===== src/rtl/c_v_seq_pkg.sv =====
// c_pkg: shared types and width helpers for the multi-beat unary-code validator
package c_pkg;
   typedef enum logic [1:0] {S_IDLE, S_ACCUM, S_DRAIN, S_RESULT} state_t;
   typedef struct packed {
      logic admit;
      logic edge_seen;
      logic all_set;
      logic x_prev;
   } carry_t;
   function automatic int f_lw(input int pw, input int mb);
      return $clog2(pw * mb + 1);
   endfunction
   function automatic int f_cw(input int mb);
      return $clog2(mb + 1);
   endfunction
endpackage


===== src/rtl/c_v_seq_beat.sv =====
// c_v_seq_beat: combinational evaluation of one beat as a chain of bit cells.
// Bits are normalised so the leading value is 1 and the terminal value is 0.
module c_v_seq_beat
   import c_pkg::*;
#(
   parameter int P_W = 8,
   parameter int P_IS_COMPLIMENT = 0,
   localparam int PW_W = (P_W > 1) ? $clog2(P_W) : 1
) (
   input  carry_t           i_c,
   input  logic             i_first,
   input  logic [P_W-1:0]   i_x,
   output carry_t           o_c,
   output logic             o_edge,
   output logic [PW_W-1:0]  o_pos,
   output logic             o_is_unary
);
   localparam logic INV = (P_IS_COMPLIMENT != 0);
   carry_t c;
   logic b, f, e;
   always_comb begin
      c = i_c;
      o_edge = 1'b0;
      o_pos = '0;
      b = 1'b0;
      f = 1'b0;
      e = 1'b0;
      for (int i = 0; i < P_W; i++) begin
         b = i_x[i] ^ INV;
         f = i_first && (i == 0);
         // a terminal first bit counts as an edge at index 0 (k=0)
         e = ~b & (f | c.x_prev);
         if (e && !o_edge) begin
            o_edge = 1'b1;
            o_pos = PW_W'(i);
         end
         c.admit = f | (c.admit & ~(b & ~c.x_prev));
         c.edge_seen = (c.edge_seen & ~f) | e;
         c.all_set = (c.all_set | f) & b;
         c.x_prev = b;
      end
      o_c = c;
      o_is_unary = c.admit & ~c.all_set;
   end
endmodule


===== src/rtl/c_v_seq.sv =====
// c_v_seq: streams a bit-vector in P_W-bit beats and emits one registered
// unary-code verdict (is_unary, length, overflow) per vector.
module c_v_seq
   import c_pkg::*;
#(
   parameter int P_W = 8,
   parameter int P_MAX_BEATS = 16,
   parameter int P_IS_COMPLIMENT = 0,
   localparam int LW = f_lw(P_W, P_MAX_BEATS)
) (
   input  logic           i_clk,
   input  logic           i_rst,
   input  logic           i_in_vld,
   input  logic [P_W-1:0] i_in_x,
   input  logic           i_in_last,
   output logic           o_in_rdy,
   output logic           o_out_vld,
   input  logic           i_out_rdy,
   output logic           o_out_is_unary,
   output logic [LW-1:0]  o_out_len,
   output logic           o_out_ovf
);
   localparam int CW = f_cw(P_MAX_BEATS);
   localparam int PW_W = (P_W > 1) ? $clog2(P_W) : 1;
   state_t state_q, state_d;
   carry_t carry_q, carry_d, b_c;
   logic [CW-1:0] cnt_q, cnt_d, base;
   logic [LW-1:0] k_q, k_d, len_q, len_d;
   logic is_unary_q, is_unary_d, ovf_q, ovf_d;
   logic acc, first, b_edge, b_is_unary;
   logic [PW_W-1:0] b_pos;
   c_v_seq_beat #(.P_W(P_W), .P_IS_COMPLIMENT(P_IS_COMPLIMENT)) u_beat (
      .i_c(carry_q),
      .i_first(first),
      .i_x(i_in_x),
      .o_c(b_c),
      .o_edge(b_edge),
      .o_pos(b_pos),
      .o_is_unary(b_is_unary)
   );
   assign first = (state_q == S_IDLE);
   assign o_in_rdy = ~i_rst & (state_q != S_RESULT);
   assign acc = i_in_vld & o_in_rdy;
   assign base = first ? '0 : cnt_q;
   assign o_out_vld = (state_q == S_RESULT);
   assign o_out_is_unary = is_unary_q;
   assign o_out_len = len_q;
   assign o_out_ovf = ovf_q;
   always_comb begin
      state_d = state_q;
      carry_d = carry_q;
      cnt_d = cnt_q;
      k_d = k_q;
      is_unary_d = is_unary_q;
      len_d = len_q;
      ovf_d = ovf_q;
      if (acc && state_q == S_DRAIN) begin
         if (i_in_last) begin
            state_d = S_RESULT;
            is_unary_d = 1'b0;
            len_d = '0;
            ovf_d = 1'b1;
         end
      end else if (acc) begin
         carry_d = b_c;
         cnt_d = base + 1'b1;
         k_d = b_edge ? LW'(int'(base) * P_W + int'(b_pos)) : (first ? '0 : k_q);
         if (i_in_last) begin
            state_d = S_RESULT;
            is_unary_d = b_is_unary;
            len_d = b_is_unary ? k_d : '0;
            ovf_d = 1'b0;
         end else begin
            state_d = (cnt_d == CW'(P_MAX_BEATS)) ? S_DRAIN : S_ACCUM;
         end
      end
      if (state_q == S_RESULT && i_out_rdy) state_d = S_IDLE;
   end
   always_ff @(posedge i_clk) begin
      if (i_rst) begin
         state_q <= S_IDLE;
         carry_q <= '0;
         cnt_q <= '0;
         k_q <= '0;
         is_unary_q <= 1'b0;
         len_q <= '0;
         ovf_q <= 1'b0;
      end else begin
         state_q <= state_d;
         carry_q <= carry_d;
         cnt_q <= cnt_d;
         k_q <= k_d;
         is_unary_q <= is_unary_d;
         len_q <= len_d;
         ovf_q <= ovf_d;
      end
   end
endmodule


===== config.mk =====
export PLATFORM = sky130hd
export DESIGN_NAME = c_v_seq
export DESIGN_NICKNAME = d
export VERILOG_FILES = /design/src/rtl/c_v_seq_pkg.sv /design/src/rtl/c_v_seq_beat.sv /design/src/rtl/c_v_seq.sv
export SDC_FILE = /design/constraint.sdc
export NUM_CORES = 1
export LEC_CHECK = 0
export BUFFER_PORTS_ARGS = -buffer_cell sky130_fd_sc_hd__buf_2
export CAP_MARGIN = 10
export CORE_MARGIN = 8
export CORE_UTILIZATION = 60
export CTS_CLUSTER_SIZE = 28
export DETAILED_ROUTE_END_ITERATION = 8
export PLACE_DENSITY = 0.84
export SYNTH_ARGS = -nofsm -noshare
export SYNTH_HDL_FRONTEND = slang
export SYNTH_SLANG_ARGS = --single-unit

===== constraint.sdc =====
create_clock -name i_clk -period 5.2 [get_ports i_clk]
set_clock_uncertainty 0.15 [all_clocks]
set_input_delay 0.52 -clock i_clk [delete_from_list [all_inputs] [get_ports i_clk]]
set_output_delay 0.52 -clock i_clk [all_outputs]
set_load 0.02 [all_outputs]

==> results of run 1 <==
==> synth_stat cells (2+ instances only) <==
cell type and count:
a211oi_1 4, nor2b_1 2, a21oi_1 15, ha_1 2
clkbuf_1 5, o21ai_1 5, nand2_1 24, xor2_1 2
and2_1 5, nor4_1 2, nor2b_4 2, nand3_1 3
o21bai_1 2, nor2_1 24, o211ai_1 3, a22oi_1 7
mux2i_1 5, nand2b_1 2, or3_1 2, nor3_1 6
o21ai_0 10, dfxtp_1 28, buf_2 2, inv_1 3
o22ai_1 2
==> cells by family after synthesis <==
kind of cell	share of synthesized area, %
and+or+nand+nor	27.51
adders and majority gates	1.595
AOI/OAI and AO/OA	27.51
muxes	3.190
buffers and inverters	2.791
DFF	35.73
xor gates and xnor gates	1.675
==> state kept, by name, indices dropped and copies added, names as in the netlist <==
register and count:
cnt_q 5, o_out_len 8, carry_q 3, o_out_is_unary 1, k_q 8, o_out_ovf 1
state_q 2
==> layout by cell type, fill, tap and decap left out, types with 4 or more instances in the layout <==
cell      netlist  layout
dfxtp_1        28      28
nand2_1        24      24
nor2_1         24      24
buf_2           2      24
a21oi_1        15      15
o21ai_0        10      10
a22oi_1         7       7
nor3_1          6       6
and2_1          5       5
mux2i_1         5       5
o21ai_1         5       5
a211oi_1        4       4
==> metal layers <==
| metal | part of all wire [%] | wire (um) |
|---|---|---|
| met1 | 43 | 1648 |
| met4 | 2.2 | 83 |
| met5 | 0 | 0 |
| met2 | 49 | 1875 |
| met3 | 6.0 | 232 |
==> layout make-up <==
| type | instances | share of cell area, % |
|---|---|---|
| Clock inverter | 1 | 1.716 |
| Tap cell | 30 | 2.144 |
| Timing Repair Buffer | 24 | 6.862 |
| Sequential cell | 28 | 32.02 |
| Clock buffer | 3 | 1.287 |
| Multi-Input combinational cell | 153 | 55.11 |
| Inverter | 4 | 0.8578 |
==> power by group <==
| group | internal (mW) | switching, mW |
|---|---|---|
| Combinational | 0.0277 | 0.0511 |
| Sequential | 0.220 | 0.00699 |
| Clock | 0.0780 | 0.0645 |
| Total | 0.326 | 0.123 |
==> per-stage QoR <==
stage,area (um2),hold slack (ns)
6_report,1750,0.2701
5_1_grt,1750,0.2876
4_1_cts,1750,0.2646
3_5_place_dp,1698,0.2969
3_3_place_gp,1698,0.2856
2_1_floorplan,1569,0.2891
==> how the worst max path moves through the flow <==
stage | startpoint | to | slack, ns | cells past startpoint
after floorplan | state_q[1] | state_q[1] | 3.11 | 9
after global placement | state_q[1] | state_q[1] | 2.98 | 8
after detailed placement | state_q[1] | state_q[1] | 2.79 | 8
after CTS | state_q[1] | state_q[1] | 2.74 | 8
after global routing | state_q[1] | state_q[1] | 2.56 | 8
final | state_q[0] | state_q[1] | 2.67 | 8
==> metrics.txt, run 1 <==
final total power about 450 uW; Die Ht 67.14 um; CTS resizes 0; Post-Syn Instances 192; core area between 2000 and 2500 um2; router iterations before antenna repair 4; HPWL after DPL about 2.9 mm; Die X 67.14 um; top cells by area, synth dfxtp_1 (36%), nand2_1 (5.7%), nor2_1 (5.7%), a21oi_1 (4.8%), a22oi_1 (3.3%); post-synthesis cell area 1569 um2; CTS Root Cell clkbuf_4; met2 usage 28.79%; DR vias 1484; Slowest-stage cell, CP dfxtp_1; required time worst endpoint 5.31 ns; met1 usage 22.27%; Tmin final 2.528 ns; Worst-Margin Slew between 0.8 and 0.9 ns; global-route wire length before repair 6.499 mm; proportion of netlist area held by the largest area contributor 35.73%; worst setup margin ~2.7 ns; Worst Hold Path Cells 2; worst ir drop on vdd 205.0 uV; reg-to-reg startpoint state_q[0]; routed vias/inst 6.107; pins over their slew limit 0; DRC viols 0; Netlist cell types 50; Clk Latency, worst-skew pair 0.33 ns; largest net degree at the start of global routing 27; Worst path top cell family by delay simple AND/OR/NAND/NOR gates; Ports 25; Detailed Route Iter0 Violations between 100 and 150; syn_nets between 200 and 250; HP Class in2reg; Inserted Diodes 0; GR peak layer met2; Multi-input gate area 964.7 um2; top_reg_cell synth dfxtp_1; gr usage total 17.83%; max-cap viol count 0; IO buf count 24; P per Cell Area ~260 nW/um2; crit path cell chain or2_0, and2_1, ha_1, nand3_1, xnor2_1, nand3_1, or2_2, a21oi_1; Final Wtd Congestion 0.8761; warnings from Yosys 0; R2R depth 8; status finished clean; initial antenna violation count 0; total CTS buffers 3; synthesis-stage register bit count 28; nature of the critical path startpoint register; # hold bufs at CTS 0; Min-Delay Startpoint i_in_last; Clock Sinks 28; leading area contributor after synthesis dfxtp_1; Post-synth EDFFs 0; Reg area around 560 um2; maximum root-to-sink buffer count 2; setup slack, reg-to-reg 2.67 ns; layout cell share with drive strength beyond 1 about a fifth; worst slack at placement around 2.8 ns; final hold vios 0; endpoint type of the worst setup path register; Worst EP arrival ~2.6 ns; Max Fclk 395.6 MHz; Crit path largest cell delay 0.54 ns; CP max FO 8; DIE AREA 4507 um2; RSZ-0062 raised after global routing no; Syn Area/Cell 8.172 um2; nets 229; Setup Fix Bufs, Post-CTS 0; M3 GR Usage 2.980%; worst path bufs/invs 0; Reg clk slew, reported paths 0.15 ns; Filler Cell Count 201; CTS H-Tree Depth 1; CTS tree built; vias in the first global route 1454; Setup TNS 0 ns; setup violators final 0; fraction of registers with async set/reset 0%; Cells after DPL 239; antenna viol nets, final 0; sequential fraction of the synthesis area 35.73%; P&R area growth vs syn 11.56%; Total Wirelength 3.840 mm; CP most frequent cell nand3_1; Crit Path Category reg2reg; final core occ 70.66%; WL/cell 15.80 um; Worst R2R End state_q[1]; Initial Util 63.33%; Worst Hold End o_out_ovf; non-filler instance count after layout 243; Congestion Overflow GR 0; std cell rows 18; fin crit share 48.61%; Max transition margin 40.95%; leakage power ~0.66 nW
Note: power is estimated with default switching activity, not from simulation.
==> run 2, diff against run 1 <==
--- a/config.mk
+++ b/config.mk
@@ -8,10 +8,10 @@
 export BUFFER_PORTS_ARGS = -buffer_cell sky130_fd_sc_hd__buf_2
 export CAP_MARGIN = 10
 export CORE_MARGIN = 8
-export CORE_UTILIZATION = 60
+export CORE_UTILIZATION = 50
 export CTS_CLUSTER_SIZE = 28
 export DETAILED_ROUTE_END_ITERATION = 8
-export PLACE_DENSITY = 0.84
+export PLACE_DENSITY = 0.75
 export SYNTH_ARGS = -nofsm -noshare
 export SYNTH_HDL_FRONTEND = slang
 export SYNTH_SLANG_ARGS = --single-unit
==> constraint.sdc (replaced) <==
create_clock -name i_clk -period 2.22 [get_ports i_clk]
set_clock_uncertainty 0.15 [all_clocks]
set_input_delay 0.222 -clock i_clk [delete_from_list [all_inputs] [get_ports i_clk]]
set_output_delay 0.222 -clock i_clk [all_outputs]
set_load 0.02 [all_outputs]
==> metrics.txt, run 2 (synthesis gave the netlist of run 1 again) <==
status finished clean; initial antenna violation count 0 (unchanged); P&R area growth vs syn 16.67%; std cell rows 20 (+2); HPWL after DPL 2.773 mm (-3.5%); Final Wtd Congestion 0.8728 (-0.38%); fin crit share 91.58% (+43 points); WL/cell 13.80 um (-13%); setup slack, reg-to-reg 0.19 ns (-2.49 ns); HP Class in2reg; Clk Latency, worst-skew pair 0.32 ns (about the same); P per Cell Area 578.3 nW/um2 (+130%); Worst-Margin Slew 0.6324 ns (-0.2515 ns); Crit Path Category reg2reg; Total Wirelength 3.656 mm (-4.8%); Congestion Overflow GR 0 (unchanged); routed wl met2 1.763 mm (-6.0%); nature of the critical path startpoint register; highest metal used met4; most frequent cells in the layout dfxtp_1 (28), nand2_1 (24), nor2_1 (24), buf_2 (24), a21oi_1 (15); CTS H-Tree Depth 1 (unchanged); CTS tree built; commonest non-fill, non-tap cell in the layout dfxtp_1; Die Ht 72.02 um (+7.3%); Cells after DPL 260 (+8.8%); final core occ 60.45% (-10 points); nets 237 (+3.5%); Worst EP arrival 2.15 ns (-0.49 ns); Reg clk slew, reported paths 0.14 ns (about the same); total CTS buffers 3 (unchanged); Cell Area, Placed 1768 um2 (+4.1%); Setup Fix Bufs, Post-CTS 0 (unchanged); leakage power 0.6994 nW (+5.8%); met1 wire length 1.687 mm (+2.4%); DIE AREA 5186 um2 (+15%); met3 wire len 141 um (-39%); cell area after layout 1831 um2 (+4.6%); vias in the first global route 1345 (-7.5%); required time worst endpoint 2.33 ns (-2.98 ns); pins over their slew limit 0 (unchanged); Ports 25 (unchanged); RSZ-0062 raised after global routing no; layout cell share with drive strength beyond 1 21.72% (+2.5 points); endpoint type of the worst setup path register; Tmin final 2.033 ns (-0.4944 ns); Max transition margin 57.84% (+17 points); largest net degree at the start of global routing 26 (-3.7%); Detailed Route Iter0 Violations 61 (-52%); antenna viol nets, final 0 (unchanged); Setup TNS 0 ns (unchanged); Initial Util 51.82% (-12 points); Clock Sinks 28 (unchanged); worst ir drop on vdd 301.5 uV (+47%); Inserted Diodes 0 (unchanged); DRC viols 0 (unchanged); Filler Cell Count 271 (+35%); maximum root-to-sink buffer count 2 (unchanged); DR vias 1457 (-1.8%); CTS Root Cell clkbuf_4; worst slack at placement 0.2210 ns (-2.568 ns); Die X 72.02 um (+7.3%); global-route wire length before repair 6.092 mm (-6.3%); max-cap viol count 0 (unchanged); IO buf count 24 (unchanged); setup violators final 0 (unchanged); Max Fclk 491.9 MHz (+24%); worst setup margin 0.1869 ns (-2.486 ns); non-filler instance count after layout 265 (+9.1%); final hold vios 0 (unchanged); routed vias/inst 5.498 (-10%); CP max FO 4 (-4); core area 3028 um2 (+22%); gr usage total 14.31% (-3.5 points); router iterations before antenna repair 4 (unchanged)
-- run 2: changes by cell type in the layout (fill, tap and decap cells not counted) --
cell | before | now
buf_4 | 0 | 7
dlygate4sd3_1 | 0 | 1
-- run 2: metal layers --
| metal | GRT usage (%) | vias up |
|---|---|---|
| met2 | 24.39 | 25 |
| met4 | 5.896 | 0 |
| li1 | - | 753 |
| met3 | 2.617 | 6 |
| met1 | 17.18 | 673 |
| met5 | 0 | - |
-- run 2: timing repair --
item,in CTS,in global routing
gates resized for setup,0,0
endpoints found under the hold margin,1,0
hold buffers,1,0
setup endpoints to repair,0,0
-- run 2: worst max-delay path, cell delays in order (launching register included) --
cell	delay, ns
dfxtp_1	0.34
or2_0	0.26
and2_1	0.20
ha_1	0.24
nand3_1	0.11
xnor2_1	0.14
nand3_1	0.11
or2_2	0.31
a21oi_1	0.12
-- run 2: cell type report --
type | instances | area [um2] | area share, %
well taps | 44 | 55.05 | 3.008
clock buffers | 3 | 22.52 | 1.230
repair buffers | 32 | 182.7 | 9.979
clock inverters | 1 | 30.03 | 1.640
multi-input cells | 153 | 964.7 | 52.70
inverters | 4 | 15.01 | 0.8202
flip-flops and latches | 28 | 560.5 | 30.62
-- run 2: where the power goes --
group,switching (mW),internal (mW)
registers,0.00959,0.516
logic,0.126,0.0791
clock network,0.145,0.182
-- run 2: worst paths after layout --
kind,from,to,cells past startpoint
worst max register to register,state_q[1],state_q[1],8
worst min-delay path,i_out_rdy,state_q[0],4
worst max-delay path,state_q[1],state_q[1],8
worst min register to register,o_out_len[5],o_out_len[5],2
-- run 2: per-stage QoR --
stage / hold WS (ns) / power, mW
final: 0.03527 / 1.059
after global routing: 0.02993 / 1.110
after CTS: 0.03461 / 1.066
after detailed placement: 0.2929 / 0.7392
after global placement: 0.2846 / 0.7367
after floorplan: 0.1686 / 0.6716
